[config.mk]
export PLATFORM = sky130hd
export DESIGN_NAME = layer_seq
export DESIGN_NICKNAME = d
export VERILOG_FILES = /design/src/rtl/layer_seq.sv
export SDC_FILE = /design/constraint.sdc
export NUM_CORES = 1
export LEC_CHECK = 0
export ABC_CLOCK_PERIOD_IN_PS = 3100
export BUFFER_PORTS_ARGS = -buffer_cell sky130_fd_sc_hd__buf_4
export CAP_MARGIN = 0
export CORE_AREA = 2 2 187 262
export CTS_CLUSTER_DIAMETER = 120
export DETAILED_ROUTE_END_ITERATION = 8
export DIE_AREA = 0 0 189 264
export PLACE_DENSITY = 0.79
export SKIP_LAST_GASP = 1
export SLEW_MARGIN = 20
export SYNTH_ARGS = -nofsm -noshare
export SYNTH_HDL_FRONTEND = slang
export SYNTH_SLANG_ARGS = --single-unit
export TNS_END_PERCENT = 5
[constraint.sdc]
create_clock -name clk -period 3.1 [get_ports clk]
set_input_delay 0.155 -clock clk [delete_from_list [all_inputs] [get_ports clk]]
set_output_delay 0.155 -clock clk [all_outputs]
set_load 0.05 [all_outputs]
[src/rtl/layer_seq.sv]
// layer_seq: walks a table of layer descriptors. For each layer it loads
// the geometry, requests a weight and an optional bias load, and runs
// nbatch batches. It then drains the output stage and moves to the next
// layer.
module layer_seq #(
  parameter int NL = 8,
  parameter int AW = 3
) (
  input  logic          clk,
  input  logic          rst,
  input  logic          cfg_we,
  input  logic [AW-1:0] cfg_addr,
  input  logic [63:0]   cfg_data,
  input  logic          start,
  input  logic [AW:0]   nlayer,
  input  logic          abort,
  input  logic          wdone,
  input  logic          bdone,
  input  logic          batch_done,
  input  logic          out_busy,
  output logic          run,
  output logic          wwrite,
  output logic          bwrite,
  output logic          last,
  output logic          backprop,
  output logic [11:0]   ss,
  output logic [11:0]   ds,
  output logic [3:0]    id,
  output logic [3:0]    od,
  output logic [9:0]    fs,
  output logic [9:0]    ks,
  output logic          busy,
  output logic          done,
  output logic [AW-1:0] layer
);

  typedef enum logic [2:0] {IDLE, LOAD, WLOAD, BLOAD, RUN, DRAIN, NEXT, DONE} state_t;

  state_t        state, state_n;
  logic [63:0]   tbl [NL];
  logic [AW-1:0] layer_n;
  logic [7:0]    cnt, cnt_n;
  logic [AW:0]   nl, nl_n;
  logic [AW:0]   nl_last;
  logic [7:0]    nbatch;
  logic          nobias;
  logic [7:0]    nb_last;

  // nbatch of 0 behaves like 1, so the final batch index is 0 in both cases
  assign nb_last = (nbatch == 8'd0) ? 8'd0 : nbatch - 8'd1;
  assign nl_last = nl - (AW+1)'(1);

  // Next-state, layer index, batch counter and layer-count selection
  always_comb begin
    state_n = state;
    layer_n = layer;
    cnt_n   = cnt;
    nl_n    = nl;
    case (state)
      IDLE: begin
        if (start) begin
          nl_n    = nlayer;
          layer_n = '0;
          state_n = (nlayer != '0) ? LOAD : DONE;
        end
      end
      LOAD: begin
        cnt_n   = 8'd0;
        state_n = WLOAD;
      end
      WLOAD: if (wdone) state_n = nobias ? RUN : BLOAD;
      BLOAD: if (bdone) state_n = RUN;
      RUN: begin
        if (batch_done) begin
          if (cnt == nb_last) state_n = DRAIN;
          else                cnt_n   = cnt + 8'd1;
        end
      end
      DRAIN: if (!out_busy) state_n = NEXT;
      NEXT: begin
        if ({1'b0, layer} == nl_last) begin
          state_n = DONE;
        end else begin
          layer_n = layer + AW'(1);
          state_n = LOAD;
        end
      end
      DONE:    state_n = IDLE;
      default: state_n = IDLE;
    endcase
    // abort overrides any transition chosen above
    if (abort && state != IDLE) state_n = IDLE;
  end

  // State, control outputs (decoded from the next state so they are registered)
  always_ff @(posedge clk) begin
    if (rst) begin
      state  <= IDLE;
      layer  <= '0;
      cnt    <= 8'd0;
      nl     <= '0;
      run    <= 1'b0;
      wwrite <= 1'b0;
      bwrite <= 1'b0;
      last   <= 1'b0;
      busy   <= 1'b0;
      done   <= 1'b0;
    end else begin
      state  <= state_n;
      layer  <= layer_n;
      cnt    <= cnt_n;
      nl     <= nl_n;
      run    <= (state_n == RUN) || (state_n == DRAIN);
      wwrite <= (state_n == WLOAD);
      bwrite <= (state_n == BLOAD);
      last   <= ((state_n == RUN) && (cnt_n == nb_last)) || (state_n == DRAIN);
      busy   <= (state_n != IDLE) && (state_n != DONE);
      done   <= (state_n == DONE);
    end
  end

  // Geometry and per-layer fields latched when LOAD is left
  always_ff @(posedge clk) begin
    if (rst) begin
      ss       <= '0;
      ds       <= '0;
      id       <= '0;
      od       <= '0;
      fs       <= '0;
      ks       <= '0;
      backprop <= 1'b0;
      nbatch   <= 8'd0;
      nobias   <= 1'b0;
    end else if (state == LOAD) begin
      ss       <= tbl[layer][11:0];
      ds       <= tbl[layer][23:12];
      id       <= tbl[layer][27:24];
      od       <= tbl[layer][31:28];
      fs       <= tbl[layer][41:32];
      ks       <= tbl[layer][51:42];
      nbatch   <= tbl[layer][59:52];
      backprop <= tbl[layer][60];
      nobias   <= tbl[layer][61];
    end
  end

  // Descriptor table; configuration is accepted only while idle
  always_ff @(posedge clk) begin
    if (rst) begin
      for (int i = 0; i < NL; i++) tbl[i] <= '0;
    end else if (cfg_we && state == IDLE) begin
      tbl[cfg_addr] <= cfg_data;
    end
  end

endmodule

# [After elaboration in Yosys (flattened, before gate mapping)]
# Memory sizes are Yosys's and may differ from the RTL's. A register that Yosys moved wholly into a read port is not among the register bits.
# Cells that the tools add are included.
[classes] add_sub_neg=4 eq_ne=18 mux=26 n_reduce_logical=15
[op_table] operator="$mux 64" n=1
[op_table] operator="$reduce_or 64->1" n=1
[op_table] operator="$mux 3" n=13
[op_table] operator="$mux 8" n=3
[op_table] operator="$pmux 3 s8" n=1
[op_table] operator="$eq 3x3->1 const B" n=7
[op_table] operator="$eq 8x8->1" n=2
[op_table] operator="$pmux 8 s2" n=1
[op_table] operator="$eq 3x2->1 const B" n=4
[op_table] operator="$add 8x1->8 const B" n=1
[op_table] operator="$logic_not 8->1" n=1
[op_table] operator="$sub 8x1->8 const B" n=1
[op_table] operator="$mux 1" n=6
[op_table] operator="$pmux 3 s2" n=1
[op_table] operator="$reduce_bool 3->1" n=2
[op_table] operator="$eq 3x4->1" n=1
[op_table] operator="$logic_and 1x1->1" n=4
[op_table] operator="$ne 2x2->1 const B" n=2
[op_table] operator="$reduce_bool 4->1" n=1
[op_table] operator="$sub 4x1->4 const B" n=1
[op_table] operator="$add 3x1->3 const B" n=1
[op_table] operator="$eq 3x1->1 const B" n=1
[op_table] operator="$logic_not 3->1" n=1
[op_table] operator="$ne 3x3->1 const B" n=1
[op_table] operator="4 further kinds" n=5
[totals] regBits=24 ramBits=512 input_bits=80 mem_count=1
[mem_list] memory="tbl" words=8 word_bits=64 rd=1 rd_ports_with_merged_regs=1 wr=8 line="40" source="logic [63:0] tbl [NL];"

# [Depth between registers and ports, before layout]
[logic_depth] word_depth=10 ltp_mapped=14 mapped_depth_nobuf=12

# [Worst setup path before layout]
# Ideal clock, no wire load.
[synth_path] path_kind="flip-flop to flip-flop" from="register state[2]" to="memory tbl[0][0] (enable)" arrival_ps=2863 required_time_ps=2707 setup_slack_ps=-156 stages_incl_launch_ff=6 n_path_buf=1 period_less_slack_ps=3256 path_cell_list="dfxtp_1 clkbuf_1 or3_1 or4b_2 nor3_1 or2_2"
[synth_lines] item="start: declaration" line="39" source="state_t state, state_n;"
[synth_lines] item="start signal: assignment" line="109" source="state <= state_n;"
[synth_lines] item="end: declaration" line="40"

# [Final worst setup path]
[layout_path] from="register nbatch[0] (read register of tbl)" to="register last"
[layout_between] elab_chain_cells=10 word_cells_on_any_way=16
[layout_lines] item="start: declaration" line="45" source="logic [7:0] nbatch;"
[layout_lines] item="$sub 8x1->8 / $logic_not 8->1 (equally long branches)" line="50" source="assign nb_last = (nbatch == 8'd0) ? 8'd0 : nbatch - 8'd1;"
[layout_lines] item="$mux 8 *" line="50"
[layout_lines] item="$eq 8x8->1" line="75" source="if (cnt == nb_last) state_n = DRAIN;"
[layout_lines] item="$mux 3" line="75"
[layout_lines] item="$mux 3" line="74" source="if (batch_done) begin"
[layout_lines] item="$pmux 3 s8" line="59" source="case (state)"
[layout_lines] item="$mux 3" line="92" source="if (abort && state != IDLE) state_n = IDLE;"
[layout_lines] item="$eq 3x3->1" line="116" source="last <= ((state_n == RUN) && (cnt_n == nb_last)) || (state_n == DRAIN);"
[layout_lines] item="$logic_and 1x1->1" line="116"
[layout_lines] item="$logic_or 1x1->1 *" line="116"
[layout_lines] item="end signal: assignment" line="116"
[layout_lines] item="end: declaration" line="24" source="output logic last,"
# Every way passes the cells marked *; elsewhere a longest branch is shown, timed or not.
# A chain may end at the register's enable or synchronous reset.

==> results_dict.tcl <==
set metrics [dict create \
    relSlewSlack 0.3820 \
    coreArea_um2 47660 \
    layout_commonest_cell "and2_1" \
    htreeDepth 2 \
    tightest_slew_ns 0.9271 \
    grt_max_degree 128 \
    cap_violations 0 \
    crit_fanout 5 \
    rows 95 \
    arrival_ns 3.45 \
    drt_first_pass_iters 7 \
    synthMuxAreaShare 0.1381 \
    wl_um 59270 \
    synth_cell_type_count 63 \
    first_global_vias 15756 \
    antenna_found_initial 1 \
    setup_tns_ns 0 \
    synth-compound-area-share 0.03138 \
    grt_pass1_wl_um 90740 \
    min_period_ns 2.987 \
    start_util 0.5412 \
    ir_drop_mv 0.4466 \
    clkLatencyLatePin_ns 0.59 \
    synthSimpleGateAreaFrac 0.1582 \
    die_x_um 189 \
    synth-main-ff-cell "edfxtp_1" \
    synth-edff-count 496 \
    areaGrowthSynthToFinish_pct 17.64 \
    seq_area_frac_synth 0.6442 \
    cts.clk_slew.worst_paths_ns 0.06 \
    slew_viol_final 0 \
    drive_gt1_frac 0.2218 \
    fin_skew_ns 0.02193 \
    antenna_left 0 \
    die_area_um2 49900 \
    hpwlAfterDp_um 32380 \
    p_leak_nw 10.90 \
    max_freq_mhz 334.8 \
    grt.overflow.total 0 \
    vias 15071 \
    wl_per_cell_um 22.73 \
    cp-start-kind "flip-flop" \
    synth_nets 1827 \
    final-hold-violation-count 0 \
    period_share 0.9635 \
    clk_path_buf_depth 3 \
    required_ns 3.56 \
    final.fill_count 3323 \
    nets 2017 \
    io_buffer_count 139 \
    yosysWarnings 0 \
    gp_congestion 0.8470 \
    chipHeight_um 264 \
    synth_top_family_by_area "simple AND/OR/NAND/NOR gates" \
    synth-xor-area-share 0.005384 \
    cts_tree "built" \
    status "complete, no violations" \
    post_synth_instance_area_um2 25790 \
    synthCells 1742 \
    worstSetupPathType "flip-flop to flip-flop" \
    ioPinCount 142 \
    cts_buffers 53 \
    async_reset_ff_frac 0 \
    critPathCaptureType "flip-flop" \
    p_per_area_nw_per_um2 701.8 \
    clock-sinks 582 \
    syn_area_per_cell_um2 14.81 \
    drtIter0Drc 1239 \
    clockRootBuffer "clkbuf_16" \
    hp-class "primary input to flip-flop" \
    synthAdderAreaFrac 0.002425 \
    finalSetupViolCount 0 \
    track_usage 0.2389 \
    ys_seq_elements 582 \
    drc 0 \
    fin_util 0.6366 \
    viasPerCell 5.781 \
    layout_common_cells "and2_1, edfxtp_1, buf_4" \
]
stage by stage:
| step | total power (W) | setup slack (ns) | std cells | area, um^2 | hold WS [ns] |
|---|---|---|---|---|---|
| 2_1_floorplan | 0.01310 | 0.01936 | 1742 | 25800 | 0.2936 |
| 3_3_place_gp | 0.01446 | 0.09703 | 2437 | 27840 | 0.4009 |
| 3_5_place_dp | 0.01462 | 0.06150 | 2437 | 27840 | 0.4096 |
| 4_1_cts | 0.02124 | 0.04054 | 2602 | 30280 | 0.008937 |
| 5_1_grt | 0.02208 | -0.03829 | 2605 | 30340 | 0.07445 |
| 6_report | 0.02130 | 0.1131 | 2607 | 30340 | 0.04788 |
where the power goes:
| group | internal [W] | leakage (nW) | switching, W |
|---|---|---|---|
| clock network | 0.00381 | 0.869 | 0.00280 |
| registers | 0.00923 | 5.84 | 0.000412 |
| logic | 0.00191 | 4.20 | 0.00312 |
| total | 0.0150 | 10.9 | 0.00634 |
routing by layer:
layer	GRT usage	vias up	share of wire
met3	0.02803	81	0.051
met1	0.2897	7706	0.38
li1	-	6786	-
met4	0.06651	2	0.022
met2	0.4466	496	0.55
met5	0	-	0.00019
path summary, 6_finish.rpt:
check,from,to,slack [ns],cells after the start
setup / recovery,nbatch[0],last,0.11,12
hold / removal,start,state[1],0.05,5
hold reg to reg,ks[4],ks[4],0.50,2
setup reg to reg,nbatch[0],last,0.11,12
worst max-delay path, cell delays in order (launching register included):
cell,delay [ns]
dfxtp_1,0.32
inv_1,0.10
ha_1,0.33
or3b_2,0.50
a211oi_2,0.19
nor2_1,0.09
nor4_2,0.33
buf_4,0.21
nor3_2,0.05
mux2_4,0.33
xnor2_2,0.15
nor3_1,0.07
a31o_1,0.21
state kept, by name (all words and copies together) (netlist names):
signal	cells
backprop	1
id	4
nl	4
ks	10
wwrite	1
tbl	496
last	1
layer	3
done	1
cnt	8
fs	10
nobias	1
bwrite	1
nbatch	8
ds	12
od	4
busy	1
state	3
ss	12
run	1
logic make-up after synthesis:
kind of cell	after synthesis
AND/OR/NAND/NOR	697
flip-flops	582
multiplexers	199
buffers and inverters	132
AO/OA/AOI/OAI	112
XOR/XNOR	15
adder cells (fa/ha/maj)	5
synth_stat cells (4+ instances only):
cell type | n | share of area
a211oi_1 | 64 | 0.019
a21oi_1 | 13 | 0.0025
and2_1 | 497 | 0.12
buf_1 | 22 | 0.0032
clkbuf_1 | 92 | 0.013
dfxtp_1 | 86 | 0.067
edfxtp_1 | 496 | 0.58
ha_1 | 5 | 0.0024
inv_1 | 12 | 0.0017
mux2i_1 | 69 | 0.027
mux4_2 | 124 | 0.11
nand2_1 | 31 | 0.0045
nand2b_1 | 5 | 0.0012
nand3_1 | 8 | 0.0016
nor2_1 | 98 | 0.014
nor2b_1 | 4 | 0.00097
nor3_1 | 14 | 0.0027
nor3b_1 | 4 | 0.0012
o21ai_0 | 9 | 0.0017
or2_2 | 10 | 0.0024
xnor2_1 | 9 | 0.0031
xor2_1 | 5 | 0.0017
cell type report:
cell class	count	area [um^2]	share of cell area
antenna	2	5.005	0.0001649
clock buffer	84	1605	0.05290
clock inverter	14	168.9	0.005567
inverter	12	45.04	0.001484
multi-input combinational	1028	8775	0.2892
sequential	582	16630	0.5480
tap	630	788.3	0.02598
timing repair buffer	255	2330	0.07678
what timing repair did:
| action | CTS | global route |
|---|---|---|
| hold endpoints to repair | 501 | 0 |
| gates resized for setup | 0 | 7 |
| hold buffers | 67 | 0 |
| endpoints found under the setup margin | 0 | 1 |
| setup buffers | 0 | 2 |
Power figures use the tool's default switching activity.
